<file path="src/rtl/id_scan_ctrl.sv">
// Identifier scanner: splits an ASCII character stream into tokens on
// separator characters and reports each token's length (saturating) and
// whether it is a well-formed identifier. Results are handed off through
// a single-entry valid/ready output register.
//
// state  | meaning
// -------+-----------------------------------------------
// IDLE   | no token open, waiting for a non-separator
// IN_ID  | token open, everything so far fits identifier
// IN_BAD | token open, already known not an identifier
module id_scan_ctrl (
   input  logic       clk,
   input  logic       rst_n,
   input  logic       in_valid,
   input  logic [7:0] in_char,
   input  logic       in_last,
   output logic       in_ready,
   output logic       tok_valid,
   output logic [4:0] tok_len,
   output logic       tok_is_id,
   input  logic       out_ready,
   output logic [7:0] id_count,
   output logic       busy
);

   typedef enum logic [1:0] {IDLE, IN_ID, IN_BAD} state_t;

   state_t     state;
   logic [4:0] len;

   logic       xfer;
   logic       is_letter;
   logic       is_digit;
   logic       is_sep;
   logic [4:0] len_inc;
   logic       id_next;
   logic       emit;
   logic [4:0] emit_len;
   logic       emit_id;

   // Output handshake: a pending result only stalls input when it is not being taken.
   assign in_ready = !tok_valid || out_ready;
   assign xfer     = in_valid && in_ready;
   assign busy     = (state != IDLE) || tok_valid;

   // Character classification and next-token bookkeeping.
   always_comb begin
      is_letter = ((in_char >= 8'h41) && (in_char <= 8'h5A)) ||
                  ((in_char >= 8'h61) && (in_char <= 8'h7A));
      is_digit  = (in_char >= 8'h30) && (in_char <= 8'h39);
      is_sep    = (in_char == 8'h00) || (in_char == 8'h09) || (in_char == 8'h0A) ||
                  (in_char == 8'h0D) || (in_char == 8'h20);

      len_inc = 5'd1;
      id_next = is_letter;
      if (state != IDLE) begin
         len_inc = (len == 5'd31) ? 5'd31 : len + 5'd1;
         id_next = (state == IN_ID) && (is_letter || is_digit);
      end

      // A separator closes an open token; in_last closes after the char is folded in.
      emit     = xfer && ((is_sep && (state != IDLE)) || (!is_sep && in_last));
      emit_len = is_sep ? len : len_inc;
      emit_id  = is_sep ? (state == IN_ID) : id_next;
   end

   // Scanner FSM, length counter and registered result outputs.
   always_ff @(posedge clk or negedge rst_n) begin
      if (!rst_n) begin
         state     <= IDLE;
         len       <= 5'd0;
         tok_valid <= 1'b0;
         tok_len   <= 5'd0;
         tok_is_id <= 1'b0;
         id_count  <= 8'd0;
      end else begin
         if (xfer) begin
            if (is_sep || in_last) begin
               state <= IDLE;
               len   <= 5'd0;
            end else begin
               state <= id_next ? IN_ID : IN_BAD;
               len   <= len_inc;
            end
         end

         if (emit) begin
            tok_valid <= 1'b1;
            tok_len   <= emit_len;
            tok_is_id <= emit_id;
            if (emit_id && (id_count != 8'd255))
               id_count <= id_count + 8'd1;
         end else if (tok_valid && out_ready) begin
            tok_valid <= 1'b0;
         end
      end
   end

endmodule

</file>
<file path="config.mk">
export PLATFORM = sky130hd
export DESIGN_NAME = id_scan_ctrl
export DESIGN_NICKNAME = d
export VERILOG_FILES = /design/src/rtl/id_scan_ctrl.sv
export SDC_FILE = /design/constraint.sdc
export NUM_CORES = 1
export LEC_CHECK = 0
export CAP_MARGIN = 20
export CORE_AREA = 2 2 57 59
export DETAILED_ROUTE_END_ITERATION = 16
export DIE_AREA = 0 0 59 61
export HOLD_SLACK_MARGIN = 0.08
export PLACE_DENSITY = 0.83
export SETUP_SLACK_MARGIN = 0.4
export SLEW_MARGIN = 40
export SYNTH_ARGS = -nofsm -noshare
export SYNTH_HDL_FRONTEND = slang
export SYNTH_SLANG_ARGS = --single-unit
</file>
<file path="constraint.sdc">
create_clock -name clk -period 1.65 [get_ports clk]
set_input_delay 0.4125 -clock clk [delete_from_list [all_inputs] [get_ports clk]]
set_output_delay 0.4125 -clock clk [all_outputs]
set_load 0.02 [all_outputs]
</file>
-- Word level (Yosys, flattened, before mapping)
Index checks and enable logic that the tools add are counted.
- output and inout bits: 17
- bits of input ports: 13
- memory bits (writable): 0
- memories: 0
- flip-flop bits (word level): 22
- memory bits (read-only): 0
- latch bits: 0
- word-level logic and storage cells: 57
- equal/unequal tests: 7
- multiplexer cells: 10
- multipliers: 0
- reduce and logical (&&, ||, !) cells: 26
- $add $sub $neg: 2
- shifts and indexed selects: 0
- div/mod/pow operators: 0
- bitwise logic cells: 0
- magnitude comparators: 6
- operators with widths (operator ; number):
    $eq A8 B4 Y1 const B ; 3
    $mux W5 ; 4
    $ge A8 B7 Y1 const B ; 2
    $le A8 B7 Y1 const B ; 2
    $logic_and A1 B1 Y1 ; 10
    $logic_or A1 B1 Y1 ; 10
    $add A8 B1 Y8 const B ; 1
    $eq A8 B6 Y1 const B ; 1
    $ge A8 B6 Y1 const B ; 1
    $le A8 B6 Y1 const B ; 1
    $logic_not A8 Y1 ; 1
    $ne A8 B8 Y1 const B ; 1
    $add A5 B1 Y5 const B ; 1
    $eq A5 B5 Y1 const B ; 1
    $mux W1 ; 4
    $mux W2 ; 2
    $reduce_bool A2 Y1 ; 2
    $eq A2 B1 Y1 const B ; 1
    $logic_not A1 Y1 ; 2
    $reduce_and A2 Y1 ; 1

-- Longest topological paths before layout
- depth in word-level cells: 10
- mapped depth: 8
- gate-level depth less buffers: 7

-- Least setup slack after synthesis
Ideal clock, no wire load.
- path kind: input-to-reg
- start point: in in_char[0]
- end point: reg id_count[1]
- required time: 1525 ps
- stages: 7
- library setup time: 125 ps
- setup slack: -451 ps
- data arrival time: 1976 ps
- buffers on the path: 1
- cell sequence: or4_4 > o21ai_2 > and2_2 > buf_6 > a31o_4 > and3_4 > mux2_4
- longest elaborated chain between the ends: 10
- elaborated cells between the ends (all ways): 30
- those cells by class: order compare: 6; eq/ne: 4; mux: 2; reduce/logical: 18
- RTL lines (what ; line ; source):
    start: declaration ; 15 ; input logic [7:0] in_char,
    parallel branches: the longest is 9 deep, another holds $ge A8 B7 Y1 ; n/a ;
    $reduce_and A2 Y1 (no source line) * ; n/a ;
    end signal: assignment ; 92 ; id_count <= id_count + 8'd1;
    end: declaration ; 22 ; output logic [7:0] id_count,
Every way passes the cells marked *.
A chain may end at the register's enable or synchronous reset.

-- Final worst setup path
- start point: in in_char[1]
- end point: reg id_count[1]
The elaborated chain is that of the path after synthesis.

==> results.tsv <==
metric	value	unit
max_stage_delay	0.56	ns
die_area	0.00360	mm²
grt.overflow.total	0	
finalHoldViolCount	0	
ys_seq_area_share	44.1	%
cts_buffers	3	
dpl.hpwl	2540	µm
rows	20	
crit_arrival	2.04	ns
syn_nets	143	
cp_cell_sequence	buf_6, or4_4, o21ai_4, and2_4, a31o_4, and3_4, mux2_4	
final_cell_mix	buf_4, buf_6, dfrtp_1	
syn2layout_area_growth	64.6	%
first_pass_iters	4	
htreeDepth	1	
grt_pass1_vias	1407	
rsz0062_at_grt	true	
setup_slack	-0.176	ns
routedLengthMet1	1370	µm
critPathSlowestCell	or4_4	
synth_warnings	0	
pwr-share-seq	39.9	%
whs	0.441	ns
cp-end-kind	flip-flop	
avgViaCountPerCell	5.46	
fmax	548	MHz
final.period_utilization	111	%
maxSlewViolCount	0	
coreArea	0.00295	mm²
drc	0	
dr.max_layer_used	met4	
clk_pin_slew_worst_paths	0.12	ns
start_util	42.3	%
min_path_type	input port to async pin	
fp.dieW	59	µm
clkLatencyLatePin	0.31	ns
clk_path_buf_depth	2	
ys_types	38	
crit_path_start_kind	input port	
vdd_drop_max	0.458	mV
synthCells	128	
crit_fanout	5	
switching_share	31.8	%
grt_pass1_wl	6270	µm
final_util	69.6	%
worstPathRequired	1.86	ns
worst_pin_slew	0.287	ns
drv_cap	0	
p_clk_share	18.9	%
slew_headroom	80.8	%
met3_length	170	µm
via_count	1299	
cts_tree	done	
cp_top_family	simple AND/OR/NAND/NOR gates	
fin_nets	221	
io_buffers	29	
wl_met2	1990	µm
setup_viol	20	
totalWireLength	3610	µm
p_switching	0.513	mW
cts_root_buf	clkbuf_4	
drtIter0Drc	42	
place.gp.congestion	0.879	
antenna_cells	0	
final_common_cell	buf_4	
status	complete, but fails checks	
synth_area	0.00125	mm²
die_y	61	µm
cp.buffers_inverters	1	
syn_avg_cell_area	9.76	µm²
layout-drive-gt1-share	46.3	%
grt_max_degree	23	
p_leak	0.994	nW
grt.total_usage	23.2	%
skew	0.00197	ns
ant_nets	0	
antenna_found_initial	0	
pin_count	30	
p_per_area	785	mW/mm²
ys_seq_elements	22	
cts_sinks	22	
criticalPathCategory	input port to flip-flop	
power.internal	1.10	mW
fin_crit	1.83	ns
dpl_worst_slack	-0.865	ns
wl_per_cell	15.2	µm
violations	setup timing	
comb_power_share	41.2	%
## power by group through the flow
stage	Sequential (mW)	Clock (mW)	Combinational [mW]
2_1_floorplan	0.717	0	0.165
3_3_place_gp	0.644	0	0.516
3_5_place_dp	0.649	0	0.529
4_1_cts	0.642	0.309	0.635
5_1_grt	0.651	0.327	0.710
6_report	0.643	0.305	0.665
## state kept, by name, indices dropped and copies added (netlist names)
| register | cells |
|---|---|
| len | 5 |
| tok_len | 5 |
| tok_is_id | 1 |
| id_count | 8 |
| state | 2 |
| tok_valid | 1 |
## area by class of cell
class | instances | area, µm²
clock buffers | 4 | 36.3
multi-input cells | 100 | 724
flip-flops and latches | 22 | 551
well taps | 33 | 41.3
repair buffers | 76 | 692
inverters | 3 | 11.3
fillers | 217 | 897
## cell usage after synthesis
cell type	instances	share of area [%]
dfrtp_1	22	44
nand2_1	20	6.0
nor2_1	11	3.3
a21oi_1	6	2.4
a31oi_1	6	3.0
o21ai_0	6	2.4
nand4_1	5	2.5
a22o_1	4	2.8
and3_1	4	2.0
xnor2_1	4	2.8
inv_1	3	0.90
nand3_1	3	1.2
xor2_1	3	2.1
buf_6	2	1.8
ha_1	2	2.0
mux2_4	2	2.4
nor2b_1	2	1.0
nor3_1	2	0.80
or3_1	2	1.0
a211o_2	1	0.80
a211oi_4	1	1.6
a21oi_2	1	0.70
a31o_4	1	1.4
and2_1	1	0.50
and2_2	1	0.60
and3_4	1	0.90
and4_1	1	0.70
clkbuf_1	1	0.30
nand2_2	1	0.50
nand2b_1	1	0.50
nand3_2	1	0.80
nor4b_4	1	1.9
o21ai_2	1	0.70
o221ai_1	1	0.70
o31ai_1	1	0.60
o41ai_1	1	0.70
or2b_1	1	0.60
or4_4	1	0.90
## path summary, 6_finish.rpt
kind | start | end | slack, ns | cells past startpoint
min reg2reg | tok_len[4]$_DFFE_PN0P_ | tok_len[4]$_DFFE_PN0P_ | 0.54 | 2
min | rst_n | id_count[2]$_DFFE_PN0P_ | 0.44 | 2
max in group asynchronous | rst_n | state[1]$_DFFE_PN0P_ | 0.99 | 2
max | in_char[1] | id_count[1]$_DFFE_PN0P_ | -0.18 | 7
max reg2reg | state[1]$_DFFE_PN0P_ | id_count[1]$_DFFE_PN0P_ | -0.09 | 7
min in group clk | tok_len[4]$_DFFE_PN0P_ | tok_len[4]$_DFFE_PN0P_ | 0.54 | 2
## metrics by stage
step | cells | total power [mW] | area [µm²] | TNS (ns)
global route | 238 | 1.69 | 2060 | -2.51
global placement | 215 | 1.16 | 1770 | -14.60
finish | 238 | 1.61 | 2060 | -1.51
detailed placement | 215 | 1.18 | 1770 | -15.81
CTS | 234 | 1.59 | 2000 | -1.24
floorplan | 128 | 0.882 | 1260 | -2.95
## metal layers
metal / GRT usage, % / up-vias
met3: 4.05 / 9
met2: 45.7 / 47
met5: 0 / -
met1: 23.7 / 628
li1: - / 615
met4: 10.4 / 0
## logic make-up after synthesis
family / Yosys count / synth area share [%]
AOI/OAI and AO/OA: 30 / 17.8
xor gates and xnor gates: 7 / 4.91
adders and majority gates: 2 / 2.00
buffers and inverters: 6 / 3.01
DFF: 22 / 44.1
muxes: 2 / 2.40
and+or+nand+nor: 59 / 25.8
## repair_timing
item | CTS | global route
hold buffers | 0 | 0
setup buffers | 15 | 4
setup endpoints to repair | 39 | 39
pin swaps | 9 | 3
gates resized for setup | 143 | 6
Note: power is estimated with default switching activity, not from simulation.
